[config.mk]
export PLATFORM = sky130hd
export DESIGN_NAME = bit_unstuffer_flat
export DESIGN_NICKNAME = d
export VERILOG_FILES = /design/src/rtl/bit_unstuffer_if.sv /design/src/rtl/bit_unstuffer.sv /design/src/flat_wrapper.sv
export SDC_FILE = /design/constraint.sdc
export NUM_CORES = 1
export LEC_CHECK = 0
export BUFFER_PORTS_ARGS = -buffer_cell sky130_fd_sc_hd__buf_2
export CORE_AREA = 3 3 40 42
export CTS_CLUSTER_SIZE = 40
export DETAILED_ROUTE_END_ITERATION = 8
export DIE_AREA = 0 0 43 45
export GPL_TIMING_DRIVEN = 1
export PLACE_DENSITY = 0.7
export SLEW_MARGIN = 20
export SYNTH_ARGS = -nofsm -noshare
export SYNTH_HDL_FRONTEND = slang
export SYNTH_SLANG_ARGS = --single-unit
[constraint.sdc]
create_clock -name clk -period 2.4 [get_ports clk]
set_input_delay 0.48 -clock clk [delete_from_list [all_inputs] [get_ports clk]]
set_output_delay 0.48 -clock clk [all_outputs]
set_load 0.05 [all_outputs]
[src/rtl/bit_unstuffer_if.sv]
// Signal bundle between the NRZI decoder, the bit unstuffer and the byte assembler.
interface bit_unstuffer_if;
  logic       s_in;
  logic       start_unstuffer;
  logic       end_unstuffer;
  logic       abort;
  logic       s_out;
  logic       bit_valid;
  logic       start_out;
  logic       end_out;
  logic       byte_done;
  logic [2:0] bit_cnt;
  logic       stuff_err;
  logic       align_err;
  logic       busy;

  modport master (
    output s_in, start_unstuffer, end_unstuffer, abort,
    input  s_out, bit_valid, start_out, end_out, byte_done, bit_cnt,
           stuff_err, align_err, busy
  );

  modport slave (
    input  s_in, start_unstuffer, end_unstuffer, abort,
    output s_out, bit_valid, start_out, end_out, byte_done, bit_cnt,
           stuff_err, align_err, busy
  );
endinterface

[src/rtl/bit_unstuffer.sv]
// Removes the stuffed 0 after every MAX_ONES consecutive 1s, tracks byte
// alignment and reports stuffing/alignment errors; all outputs registered.
module bit_unstuffer #(
  parameter int MAX_ONES = 6,
  parameter int CNT_W    = 3
) (
  input logic           clk,
  input logic           rst_n,
  bit_unstuffer_if.slave bus
);

  localparam logic [0:0] IDLE = 1'b0;
  localparam logic [0:0] RUN  = 1'b1;

  localparam logic [CNT_W-1:0] ONES_LIMIT = CNT_W'(MAX_ONES);

  logic [0:0]       state;
  logic [CNT_W-1:0] ones_cnt;
  logic [2:0]       bit_cnt;
  logic             s_out;
  logic             bit_valid;
  logic             start_out;
  logic             end_out;
  logic             byte_done;
  logic             stuff_err;
  logic             align_err;

  // Priority inside RUN: abort > end > restart > data.
  always_ff @(posedge clk) begin
    if (!rst_n) begin
      state     <= IDLE;
      ones_cnt  <= '0;
      bit_cnt   <= '0;
      s_out     <= 1'b0;
      bit_valid <= 1'b0;
      start_out <= 1'b0;
      end_out   <= 1'b0;
      byte_done <= 1'b0;
      stuff_err <= 1'b0;
      align_err <= 1'b0;
    end else begin
      s_out     <= 1'b0;
      bit_valid <= 1'b0;
      start_out <= 1'b0;
      end_out   <= 1'b0;
      byte_done <= 1'b0;
      stuff_err <= 1'b0;
      align_err <= 1'b0;

      if (bus.abort) begin
        state    <= IDLE;
        ones_cnt <= '0;
        bit_cnt  <= '0;
      end else if (state == IDLE) begin
        if (bus.start_unstuffer) begin
          state     <= RUN;
          start_out <= 1'b1;
          ones_cnt  <= '0;
          bit_cnt   <= '0;
        end
      end else if (bus.end_unstuffer) begin
        state     <= IDLE;
        end_out   <= 1'b1;
        align_err <= (bit_cnt != 3'd0);
        ones_cnt  <= '0;
        bit_cnt   <= '0;
      end else if (bus.start_unstuffer) begin
        start_out <= 1'b1;
        ones_cnt  <= '0;
        bit_cnt   <= '0;
      end else if (ones_cnt == ONES_LIMIT) begin
        // This slot must hold the stuffed 0; a 1 here kills the packet.
        if (bus.s_in) begin
          stuff_err <= 1'b1;
          state     <= IDLE;
          bit_cnt   <= '0;
        end
        ones_cnt <= '0;
      end else begin
        bit_valid <= 1'b1;
        s_out     <= bus.s_in;
        ones_cnt  <= bus.s_in ? ones_cnt + CNT_W'(1) : '0;
        bit_cnt   <= bit_cnt + 3'd1;
        byte_done <= (bit_cnt == 3'd7);
      end
    end
  end

  assign bus.s_out     = s_out;
  assign bus.bit_valid = bit_valid;
  assign bus.start_out = start_out;
  assign bus.end_out   = end_out;
  assign bus.byte_done = byte_done;
  assign bus.bit_cnt   = bit_cnt;
  assign bus.stuff_err = stuff_err;
  assign bus.align_err = align_err;
  assign bus.busy      = (state == RUN);

endmodule

[src/flat_wrapper.sv]
// flat-port wrapper written by rule: the top's interface ports become plain ports
module bit_unstuffer_flat 
#(
  parameter int MAX_ONES = 6,
  parameter int CNT_W    = 3
)
  (clk, rst_n, bus_s_in, bus_start_unstuffer, bus_end_unstuffer, bus_abort, bus_s_out, bus_bit_valid, bus_start_out, bus_end_out, bus_byte_done, bus_bit_cnt, bus_stuff_err, bus_align_err, bus_busy);
  bit_unstuffer_if bus_i ();
  input logic clk;
  input logic rst_n;
  input wire logic [$bits(bus_i.s_in)-1:0] bus_s_in;
  input wire logic [$bits(bus_i.start_unstuffer)-1:0] bus_start_unstuffer;
  input wire logic [$bits(bus_i.end_unstuffer)-1:0] bus_end_unstuffer;
  input wire logic [$bits(bus_i.abort)-1:0] bus_abort;
  output wire logic [$bits(bus_i.s_out)-1:0] bus_s_out;
  output wire logic [$bits(bus_i.bit_valid)-1:0] bus_bit_valid;
  output wire logic [$bits(bus_i.start_out)-1:0] bus_start_out;
  output wire logic [$bits(bus_i.end_out)-1:0] bus_end_out;
  output wire logic [$bits(bus_i.byte_done)-1:0] bus_byte_done;
  output wire logic [$bits(bus_i.bit_cnt)-1:0] bus_bit_cnt;
  output wire logic [$bits(bus_i.stuff_err)-1:0] bus_stuff_err;
  output wire logic [$bits(bus_i.align_err)-1:0] bus_align_err;
  output wire logic [$bits(bus_i.busy)-1:0] bus_busy;
  assign bus_i.s_in = bus_s_in;
  assign bus_i.start_unstuffer = bus_start_unstuffer;
  assign bus_i.end_unstuffer = bus_end_unstuffer;
  assign bus_i.abort = bus_abort;
  assign bus_s_out = bus_i.s_out;
  assign bus_bit_valid = bus_i.bit_valid;
  assign bus_start_out = bus_i.start_out;
  assign bus_end_out = bus_i.end_out;
  assign bus_byte_done = bus_i.byte_done;
  assign bus_bit_cnt = bus_i.bit_cnt;
  assign bus_stuff_err = bus_i.stuff_err;
  assign bus_align_err = bus_i.align_err;
  assign bus_busy = bus_i.busy;
  bit_unstuffer #(.MAX_ONES(MAX_ONES), .CNT_W(CNT_W)) u_core (.clk(clk), .rst_n(rst_n), .bus(bus_i));
endmodule
==> results.toml <==
[power]
p_per_area_nw_per_um2 = 553
vdd_drop_max_mv = 0.255
power_leakage_nw = 0.307

[synth]
syn_nets = 74
ys_types = 24
synth_most_common_cell = "dfxtp_1"
avgSynthCellArea_sq_um = 9.41
ys.flop_type = "dfxtp_1"
synth.top_cells.by_count = "dfxtp_1, inv_1, nand2_1, ha_1, nor2_1"
synth_top_area_share_pct = 47.3
async_flop_share_pct = 0
synth_area_sq_um = 593
synth-seq-cells = 14
synthCells = 63
yosysTopAreaCell = "dfxtp_1"
synth_edf_count = 0
ys_top_cells_by_area = "dfxtp_1, ha_1, inv_1"
ys_seq_area_share_pct = 47.3
synth_warnings = 0

[critical_path]
critPathBufInv = 1
crit_slowest_cell = "or4b_1"
crit_fanout = 4
path_class = "flip-flop to flip-flop"
reg2reg_slack_ps = 720
arrival_ps = 1880
critical_path.cell_chain = "inv_1 > ha_1 > or4b_1 > a211o_1 > a21oi_2"
worstPathRequired_ps = 2600
critPathLaunchType = "flip-flop"
critPathMaxStageDelay_ps = 520
cp-end-kind = "flip-flop"
path_delay_family = "simple AND/OR/NAND/NOR gates"

[global_routing]
grt_usage_pct = 13.4
grt_pass1_vias = 427
grt_first_pass_wirelength_mm = 1.90
grt_antenna_before_repair = 0
grt_max_degree = 13
overflow = 0

[timing]
drv_slew = 0
relSlewSlack_pct = 67.9
rsz0062_at_grt = "false"
worst-slew-pin-transition_ps = 481
fin_crit_ps = 1680
fmax_mhz = 595
setup_viol = 0
whs_ps = 506
worst_clock_skew_ps = 4.38
fin_setup_tns_ps = 0
hold_viol = 0
fin_crit_sh_pct = 70.0

[cts]
cts_sinks = 14
cts.reportedPaths.clkPinSlew_ps = 80
cts_buffer_depth = 2
post_cts_buffers = 0
cts_resized = 0
worst_skew_pair.late_latency_ps = 270
tritoncts = "built"
root_buffer = "clkbuf_4"
h-tree-depth = 1
cts-hold-fix-buffers = 0
numCtsBuffers = 3

[place]
portBuffers = 16
place_area_sq_um = 688
place.gp.congestion = 0.829
place_hpwl_microns = 892

[routing]
routed_wl_mm = 1.17
ant_nets = 0
dr_total_vias = 496
drc = 0
viasPerCell = 5.17
drt_first_iter_violations = 13
firstDrtPassIters = 4
post_drt_wl_per_cell_microns = 12.1

[floorplanning]
core_area_sq_um = 1280
pin_count = 17
start_util_pct = 46.2
rows = 13
die_area_sq_um = 1940
die_w_microns = 43
fp.dieH_microns = 45

[final_layout]
n_fill_cell = 125
syn2layout_area_growth_pct = 19.8
fin_nets = 94
drive_gt1_share_pct = 27.2
diodes = 0
reg_top3 = "u_core.bus.bit_cnt: 3 flops, u_core.ones_cnt: 3 flops"
multi_input_area_sq_um = 287
design_area_sq_um = 711
regArea_sq_um = 280

[min_path]
hold_class = "input pin to flip-flop"

[status]
status = "finished, final reports clean"

[flow_run]
drv_cap = 0
==> per-layer routing <==
layer	vias to the layer above	global-route usage, %	wire, microns	part of all wire (%)
li1	260	-	-	-
met1	223	15.9	536	46
met2	11	22.2	553	47
met3	2	3.59	62	5.3
met4	0	7.23	13	1.1
met5	-	0	0	0
==> final cells by class <==
class	count	area share, %
well taps	15	2.64
multi-input cells	42	40.3
repair buffers	16	11.3
clock buffers	3	3.17
inverters	6	3.17
flip-flops and latches	14	39.4
==> power by group <==
group | total [mW] | switching [mW] | internal, mW
Sequential | 0.236 | 0.00173 | 0.234
Combinational | 0.0316 | 0.0222 | 0.00943
Clock | 0.126 | 0.0676 | 0.0580
Total | 0.393 | 0.0915 | 0.301
==> worst reg2reg max path: stages (launching register included) <==
cell and delay [ps]:
dfxtp_1 370, inv_1 60, ha_1 230, or4b_1 520, a211o_1 320, a21oi_2 130
==> kinds of logic after synthesis <==
family / after synthesis / synth area share, %
buf+inv: 7 / 4.43
simple gates: 27 / 24.5
compound gates: 10 / 13.3
flops: 14 / 47.3
fa+ha+maj: 5 / 10.5
==> placed cells by master (no fill, tap or decap), drive strengths merged, types with 3 or more instances in the layout <==
| cell type | n |
|---|---|
| buf | 16 |
| dfxtp | 14 |
| inv | 6 |
| nand2 | 6 |
| nor2 | 5 |
| ha | 5 |
| nor3 | 4 |
| clkbuf | 3 |
| a21oi | 3 |
==> per-stage QoR <==
stage          utilization (%)  instances  power, mW  setup WS (ps)
2_1_floorplan                -         63      0.260            797
3_3_place_gp              53.6         93      0.272            764
3_5_place_dp              53.6         93      0.273            736
4_1_cts                   55.3         96      0.401            715
5_1_grt                   55.3         96      0.413            621
6_report                  55.3         96      0.393            720
==> path summary, 6_finish.rpt <==
check,startpoint,depth (start not counted),endpoint
worst max-delay path,u_core.ones_cnt[0],5,u_core.ones_cnt[2]
worst min-delay path,bus_s_in,3,u_core.bus.stuff_err
worst max register to register,u_core.ones_cnt[0],5,u_core.ones_cnt[2]
worst min register to register,u_core.ones_cnt[1],2,u_core.ones_cnt[1]
(Power assumes the default switching activity.)
